==> src/rtl/ahb_burst_master_if.sv <==
// ahb_burst_master_if: command, write/read beat and AHB-Lite signal bundle for the burst master
interface ahb_burst_master_if;
  logic        cmd_valid, cmd_ready, cmd_write;
  logic [31:0] cmd_addr;
  logic [2:0]  cmd_burst, cmd_size;
  logic [4:0]  cmd_len;
  logic        wr_req, rd_valid, done, err;
  logic [31:0] wr_data, rd_data;
  logic [31:0] HADDR, HWDATA, HRDATA;
  logic [1:0]  HTRANS;
  logic        HWRITE, HREADY, HRESP;
  logic [2:0]  HSIZE, HBURST;
  logic [3:0]  HPROT;
  modport master (
    input  cmd_valid, cmd_addr, cmd_write, cmd_burst, cmd_size, cmd_len, wr_data, HRDATA, HREADY, HRESP,
    output cmd_ready, wr_req, rd_valid, rd_data, done, err, HADDR, HTRANS, HWRITE, HSIZE, HBURST, HPROT, HWDATA
  );
  modport slave (
    output cmd_valid, cmd_addr, cmd_write, cmd_burst, cmd_size, cmd_len, wr_data, HRDATA, HREADY, HRESP,
    input  cmd_ready, wr_req, rd_valid, rd_data, done, err, HADDR, HTRANS, HWRITE, HSIZE, HBURST, HPROT, HWDATA
  );
endinterface

==> src/rtl/ahb_burst_master.sv <==
// ahb_burst_master: turns one command into an AHB-Lite SINGLE/INCR/WRAP burst with error handling
module ahb_burst_master (
  input logic HCLK,
  input logic HRESETn,
  ahb_burst_master_if.master bus
);
  typedef enum logic [2:0] {S_IDLE, S_ADDR, S_BURST, S_LAST, S_ERR} state_t;
  localparam logic [1:0] TR_IDLE = 2'b00, TR_NONSEQ = 2'b10, TR_SEQ = 2'b11;
  state_t      state_q, state_d;
  logic [31:0] addr_q, addr_d, wdata_q, wdata_d, seq_addr, wrap_mask;
  logic [1:0]  trans_q, trans_d;
  logic [2:0]  size_q, size_d, burst_q, burst_d;
  logic [3:0]  cnt_q, cnt_d;
  logic [4:0]  beats;
  logic [10:0] span_end;
  logic        write_q, write_d, ready_q, done_q, done_d, err_q, err_d;
  logic        accept, bad, wrap, addr_ok, data_ok, data_err, wr_req, rd_valid;
  assign accept   = bus.cmd_valid && ready_q;
  assign beats    = bus.cmd_burst == 3'b000 ? 5'd1 :
                    bus.cmd_burst == 3'b001 ? (bus.cmd_len == 5'd0 ? 5'd1 : bus.cmd_len) :
                    5'd2 << bus.cmd_burst[2:1];
  // end offset of the burst inside its 1 KB page; beyond 1024 the burst would cross it
  assign span_end = {1'b0, bus.cmd_addr[9:0]} + (11'(beats) << bus.cmd_size[1:0]);
  assign bad      = bus.cmd_size > 3'd2 || (bus.cmd_burst[0] && span_end > 11'd1024);
  assign wrap      = !burst_q[0] && burst_q != 3'b000;
  assign seq_addr  = addr_q + (32'd1 << size_q);
  assign wrap_mask = (32'd2 << burst_q[2:1] << size_q) - 32'd1;
  assign addr_ok  = (state_q == S_ADDR || state_q == S_BURST) && bus.HREADY;
  assign data_ok  = (state_q == S_BURST || state_q == S_LAST) && bus.HREADY && !bus.HRESP;
  assign data_err = (state_q == S_BURST || state_q == S_LAST) && !bus.HREADY && bus.HRESP;
  assign wr_req   = addr_ok && write_q;
  assign rd_valid = data_ok && !write_q;
  always_comb begin
    state_d = state_q;
    addr_d  = addr_q;
    trans_d = trans_q;
    write_d = write_q;
    size_d  = size_q;
    burst_d = burst_q;
    cnt_d   = cnt_q;
    done_d  = 1'b0;
    err_d   = 1'b0;
    wdata_d = wr_req ? bus.wr_data : wdata_q;
    if (data_err) begin
      state_d = S_ERR;
      trans_d = TR_IDLE;
    end else if (addr_ok) begin
      state_d = cnt_q == 4'd0 ? S_LAST : S_BURST;
      trans_d = cnt_q == 4'd0 ? TR_IDLE : TR_SEQ;
      addr_d  = cnt_q == 4'd0 ? addr_q : wrap ? (addr_q & ~wrap_mask) | (seq_addr & wrap_mask) : seq_addr;
      cnt_d   = cnt_q == 4'd0 ? cnt_q : cnt_q - 4'd1;
    end else if ((state_q == S_LAST || state_q == S_ERR) && bus.HREADY) begin
      state_d = S_IDLE;
      done_d  = 1'b1;
      err_d   = state_q == S_ERR;
    end else if (accept) begin
      done_d = bad;
      err_d  = bad;
      if (!bad) begin
        state_d = S_ADDR;
        trans_d = TR_NONSEQ;
        addr_d  = bus.cmd_addr;
        write_d = bus.cmd_write;
        size_d  = bus.cmd_size;
        burst_d = bus.cmd_burst;
        cnt_d   = 4'(beats - 5'd1);
      end
    end
  end
  always_ff @(posedge HCLK or negedge HRESETn) begin
    if (!HRESETn) begin
      state_q <= S_IDLE;
      addr_q  <= '0;
      trans_q <= TR_IDLE;
      write_q <= 1'b0;
      size_q  <= '0;
      burst_q <= '0;
      cnt_q   <= '0;
      wdata_q <= '0;
      ready_q <= 1'b0;
      done_q  <= 1'b0;
      err_q   <= 1'b0;
    end else begin
      state_q <= state_d;
      addr_q  <= addr_d;
      trans_q <= trans_d;
      write_q <= write_d;
      size_q  <= size_d;
      burst_q <= burst_d;
      cnt_q   <= cnt_d;
      wdata_q <= wdata_d;
      ready_q <= state_d == S_IDLE;
      done_q  <= done_d;
      err_q   <= err_d;
    end
  end
  assign bus.cmd_ready = ready_q;
  assign bus.wr_req    = wr_req;
  assign bus.rd_valid  = rd_valid;
  assign bus.rd_data   = rd_valid ? bus.HRDATA : '0;
  assign bus.done      = done_q;
  assign bus.err       = err_q;
  assign bus.HADDR     = addr_q;
  assign bus.HTRANS    = trans_q;
  assign bus.HWRITE    = write_q;
  assign bus.HSIZE     = size_q;
  assign bus.HBURST    = burst_q;
  assign bus.HPROT     = 4'b0011;
  assign bus.HWDATA    = wdata_q;
endmodule

==> src/flat_wrapper.sv <==
// flat-port wrapper written by rule: the top's interface ports become plain ports
module ahb_burst_master_flat 
  (HCLK, HRESETn, bus_cmd_valid, bus_cmd_addr, bus_cmd_write, bus_cmd_burst, bus_cmd_size, bus_cmd_len, bus_wr_data, bus_HRDATA, bus_HREADY, bus_HRESP, bus_cmd_ready, bus_wr_req, bus_rd_valid, bus_rd_data, bus_done, bus_err, bus_HADDR, bus_HTRANS, bus_HWRITE, bus_HSIZE, bus_HBURST, bus_HPROT, bus_HWDATA);
  ahb_burst_master_if bus_i ();
  input logic HCLK;
  input logic HRESETn;
  input wire logic [$bits(bus_i.cmd_valid)-1:0] bus_cmd_valid;
  input wire logic [$bits(bus_i.cmd_addr)-1:0] bus_cmd_addr;
  input wire logic [$bits(bus_i.cmd_write)-1:0] bus_cmd_write;
  input wire logic [$bits(bus_i.cmd_burst)-1:0] bus_cmd_burst;
  input wire logic [$bits(bus_i.cmd_size)-1:0] bus_cmd_size;
  input wire logic [$bits(bus_i.cmd_len)-1:0] bus_cmd_len;
  input wire logic [$bits(bus_i.wr_data)-1:0] bus_wr_data;
  input wire logic [$bits(bus_i.HRDATA)-1:0] bus_HRDATA;
  input wire logic [$bits(bus_i.HREADY)-1:0] bus_HREADY;
  input wire logic [$bits(bus_i.HRESP)-1:0] bus_HRESP;
  output wire logic [$bits(bus_i.cmd_ready)-1:0] bus_cmd_ready;
  output wire logic [$bits(bus_i.wr_req)-1:0] bus_wr_req;
  output wire logic [$bits(bus_i.rd_valid)-1:0] bus_rd_valid;
  output wire logic [$bits(bus_i.rd_data)-1:0] bus_rd_data;
  output wire logic [$bits(bus_i.done)-1:0] bus_done;
  output wire logic [$bits(bus_i.err)-1:0] bus_err;
  output wire logic [$bits(bus_i.HADDR)-1:0] bus_HADDR;
  output wire logic [$bits(bus_i.HTRANS)-1:0] bus_HTRANS;
  output wire logic [$bits(bus_i.HWRITE)-1:0] bus_HWRITE;
  output wire logic [$bits(bus_i.HSIZE)-1:0] bus_HSIZE;
  output wire logic [$bits(bus_i.HBURST)-1:0] bus_HBURST;
  output wire logic [$bits(bus_i.HPROT)-1:0] bus_HPROT;
  output wire logic [$bits(bus_i.HWDATA)-1:0] bus_HWDATA;
  assign bus_i.cmd_valid = bus_cmd_valid;
  assign bus_i.cmd_addr = bus_cmd_addr;
  assign bus_i.cmd_write = bus_cmd_write;
  assign bus_i.cmd_burst = bus_cmd_burst;
  assign bus_i.cmd_size = bus_cmd_size;
  assign bus_i.cmd_len = bus_cmd_len;
  assign bus_i.wr_data = bus_wr_data;
  assign bus_i.HRDATA = bus_HRDATA;
  assign bus_i.HREADY = bus_HREADY;
  assign bus_i.HRESP = bus_HRESP;
  assign bus_cmd_ready = bus_i.cmd_ready;
  assign bus_wr_req = bus_i.wr_req;
  assign bus_rd_valid = bus_i.rd_valid;
  assign bus_rd_data = bus_i.rd_data;
  assign bus_done = bus_i.done;
  assign bus_err = bus_i.err;
  assign bus_HADDR = bus_i.HADDR;
  assign bus_HTRANS = bus_i.HTRANS;
  assign bus_HWRITE = bus_i.HWRITE;
  assign bus_HSIZE = bus_i.HSIZE;
  assign bus_HBURST = bus_i.HBURST;
  assign bus_HPROT = bus_i.HPROT;
  assign bus_HWDATA = bus_i.HWDATA;
  ahb_burst_master u_core (.HCLK(HCLK), .HRESETn(HRESETn), .bus(bus_i));
endmodule
==> config.mk <==
export PLATFORM = sky130hd
export DESIGN_NAME = ahb_burst_master_flat
export DESIGN_NICKNAME = d
export VERILOG_FILES = /design/src/rtl/ahb_burst_master_if.sv /design/src/rtl/ahb_burst_master.sv /design/src/flat_wrapper.sv
export SDC_FILE = /design/constraint.sdc
export NUM_CORES = 1
export LEC_CHECK = 0
export ABC_AREA = 1
export ABC_CLOCK_PERIOD_IN_PS = 2800
export BUFFER_PORTS_ARGS = -buffer_cell sky130_fd_sc_hd__buf_2
export CAP_MARGIN = 20
export CELL_PAD_IN_SITES_DETAIL_PLACEMENT = 0
export CELL_PAD_IN_SITES_GLOBAL_PLACEMENT = 1
export CORE_UTILIZATION = 30
export DETAILED_ROUTE_END_ITERATION = 6
export GPL_ROUTABILITY_DRIVEN = 0
export GPL_TIMING_DRIVEN = 0
export PLACE_DENSITY = 0.79
export SYNTH_ARGS = -nofsm -noshare
export SYNTH_HDL_FRONTEND = slang
export SYNTH_SLANG_ARGS = --single-unit
export TNS_END_PERCENT = 50
==> constraint.sdc <==
create_clock -name HCLK -period 2.8 [get_ports HCLK]
set_input_delay 0 -clock HCLK [delete_from_list [all_inputs] [get_ports HCLK]]
set_output_delay 0 -clock HCLK [all_outputs]
set_load 0.05 [all_outputs]
==> results.cfg <==
[outcome]
status = finished, final reports clean

[drt]
routed_wire_length_per_instance_um = 14.4
drc = 0
antenna_violating_nets_left = 0
detail_route.first_pass.iterations = 5
wl_um = 22400
number_of_design_rule_violations_left_by_the_first_detailed_router_iteration = 457
route.vias.total = 7163
routed_via_density = 4.60

[cts]
numCtsBuffers = 9
ctsRootBufferMaster = clkbuf_16
cts_tree = done
clkTransAtPathRegs_ns = 0.07
htreeDepth = 3
clock_insertion_delay_worst_skew_ns = 0.36
cts.sinks = 83
cts_max_path_buffers = 2

[synthesis]
mean_post_synth_cell_area_um2 = 6.54
yosysWarningCount = 0
postSynth.asyncResetShare = 1.00
yosys.area_share.xor_xnor = 0.0318
syn-instance-count = 968
yosysUniqueCellTypes = 46
yosys.area_share.simple = 0.381
area_fraction_in_compound_gates_after_synthesis = 0.104
synthFlopType = dfrtp_1
synthesis.area_um2 = 6330
yosys_register_bits = 83
synth_adder_area_share = 0.0439
number_of_flops_mapped_to_enable_cells_by_yosys = 0
synthMuxAreaShare = 0.00474
synth.yosys.seq_area_share = 0.328
largest_family_of_logic_cells_by_synthesized_area = simple AND/OR/NAND/NOR gates

[min_path]
worst_hold_path_type = in2reg
hold_start = bus_cmd_addr[29]
hold_depth = 4

[die]
ios = 227
row_count = 52
die_area_um2 = 21700
die_x_um = 147
placeableCoreArea_um2 = 20400
initial_core_util = 0.310
die-height_um = 147

[power]
power.total_mw = 10.1
worst_ir_drop_vdd_uv = 494
power.density_cell_area_nw_per_um2 = 1090
power.static_leakage_nw = 5.10
power_frac_clock = 0.122
switching_share = 0.565
internal_power_mw = 4.38
seq_power_share = 0.230
p_sw_mw = 5.70
power.combinational.fraction = 0.648

[global_routing]
grt.overflow.total = 0
vias_in_the_first_global_route = 6803
pin_count_of_the_biggest_net_entering_global_routing = 48
globalRouteTotalUtil = 0.207
antenna_violations_before_repair = 0
grt_pass1_wl_um = 35400

[setup_path]
setup.reg_to_reg.worst_slack_ns = 0.1
start_kind = register
path_class = reg2reg
critical_path_arrival_ns = 2.94
worstSetupEndpointType = register
cp-startpoint = u_core.bus.HSIZE[0]$_DFFE_PN0P_
worst_r2r_path_depth = 14
crit-reg2reg-launch = u_core.bus.HSIZE[0]$_DFFE_PN0P_
critPathRequiredTime_ns = 3.04
path_max_fanout = 6

[timing]
period_needed_ns = 2.70
fin_skew_ns = 0.0113
worstMarginPinSlew_ns = 0.635
hold-worst-slack_ns = 0.0205
final-setup-viol-count = 0
maxSlewViolCount = 0
period_share = 0.965
hold_viol = 0
max_freq_ghz = 0.370
finalSetupTns_ns = 0
maxSlewHeadroom = 0.577
postLayoutSetupSlackWorst_ns = 0.0971
rsz_0062_raised_after_global_routing = true

[placed_design]
dp_worst_setup_slack_ns = -0.461
place_area_um2 = 7820
number_of_input_and_output_port_buffers_inserted = 221
dp_cells = 1462
dpl.hpwl_um = 17000

[layout]
fin_nets = 1415
layoutNonFillerInstCount = 1556
area.growth.synth_to_final_pct = 45.7
final_layout_size_suffix_gt1_frac = 0.297
diodes_inserted = 0
post-route-util = 0.452
finalInstanceArea_um2 = 9230
nFillCells = 2177

[flow_run]
maxCapViolCount = 0
worst max-delay path by stage:
stage,to,depth (start not counted)
after floorplan,register,16
after global placement,register,22
after detailed placement,register,22
after CTS,register,16
after global routing,register,14
final,register,14
critical path: stages, from the launching register on:
cell     delay, ns
dfrtp_2       0.45
buf_6         0.13
nor3_4        0.19
ha_2          0.25
inv_2         0.07
fa_2          0.38
inv_2         0.07
nand3_2       0.06
nand2_2       0.10
nand4_1       0.18
nand2_4       0.19
nand3_1       0.11
xnor2_1       0.14
a22oi_1       0.18
o21ai_2       0.08
routing by layer:
metal / vias up / wire, um / GRT usage
met2: 159 / 11000 / 0.345
met3: 37 / 809 / 0.0276
met5: - / 0 / 0
met4: 0 / 491 / 0.0639
li1: 3680 / - / -
met1: 3287 / 10100 / 0.276
final cells by class:
class	instances	area, um2	area share
Clock inverter	7	76.3	0.00827
Sequential cell	83	2080	0.226
Buffer	32	226	0.0245
Tap cell	270	338	0.0366
Inverter	130	495	0.0537
Timing Repair Buffer	300	1900	0.205
Clock buffer	9	225	0.0244
Multi-Input combinational cell	725	3890	0.421
cells in the final DEF, fill, tap and decap left out, types with 24 or more instances in the layout:
| cell type | n |
|---|---|
| inv_1 | 120 |
| nand2_1 | 325 |
| o21ai_0 | 24 |
| nor2_1 | 84 |
| buf_2 | 227 |
| dlygate4sd3_1 | 52 |
| buf_4 | 29 |
| nand3_1 | 81 |
| dfrtp_1 | 80 |
| a21oi_1 | 25 |
synth_stat cells (all sizes together) (9+ instances only):
cell    number  area share
nor2        94       0.058
nand4       10      0.0099
a21oi       32       0.027
clkbuf       9      0.0053
nand2      342        0.21
xnor2       10       0.014
ha          19       0.038
nor3        17       0.015
nand3       92       0.080
o21ai       59       0.055
dfrtp       83        0.33
inv        130       0.077
xor2        13       0.018
buf         23       0.023
power groups by stage:
stage | sequential (mW) | clock, mW | combinational [mW]
finish | 2.32 | 1.23 | 6.54
global route | 2.41 | 1.32 | 7.11
CTS | 2.29 | 1.26 | 6.08
detailed placement | 2.31 | 0 | 5.92
global placement | 2.31 | 0 | 5.86
floorplan | 3.87 | 0 | 2.78
cells by family (layout without fill, tap and decap cells):
| logic type | count (synthesis) | count (layout) |
|---|---|---|
| muxes | 3 | 3 |
| DFF | 83 | 83 |
| other | 2 | 4 |
| buffers and inverters | 162 | 478 |
| AOI/OAI and AO/OA | 109 | 109 |
| adders and majority gates | 21 | 21 |
| and+or+nand+nor | 565 | 565 |
| xor gates and xnor gates | 23 | 23 |
timing repair:
item                                    in CTS  in global routing
resized for setup                           15                 92
hold endpoints to repair                    87                  0
gates cloned                                 0                  1
pin swaps                                    1                 23
endpoints found under the setup margin      22                 48
hold buffers                                52                  0
buffers inserted                             4                 21
Note: power is estimated with default switching activity, not from simulation.
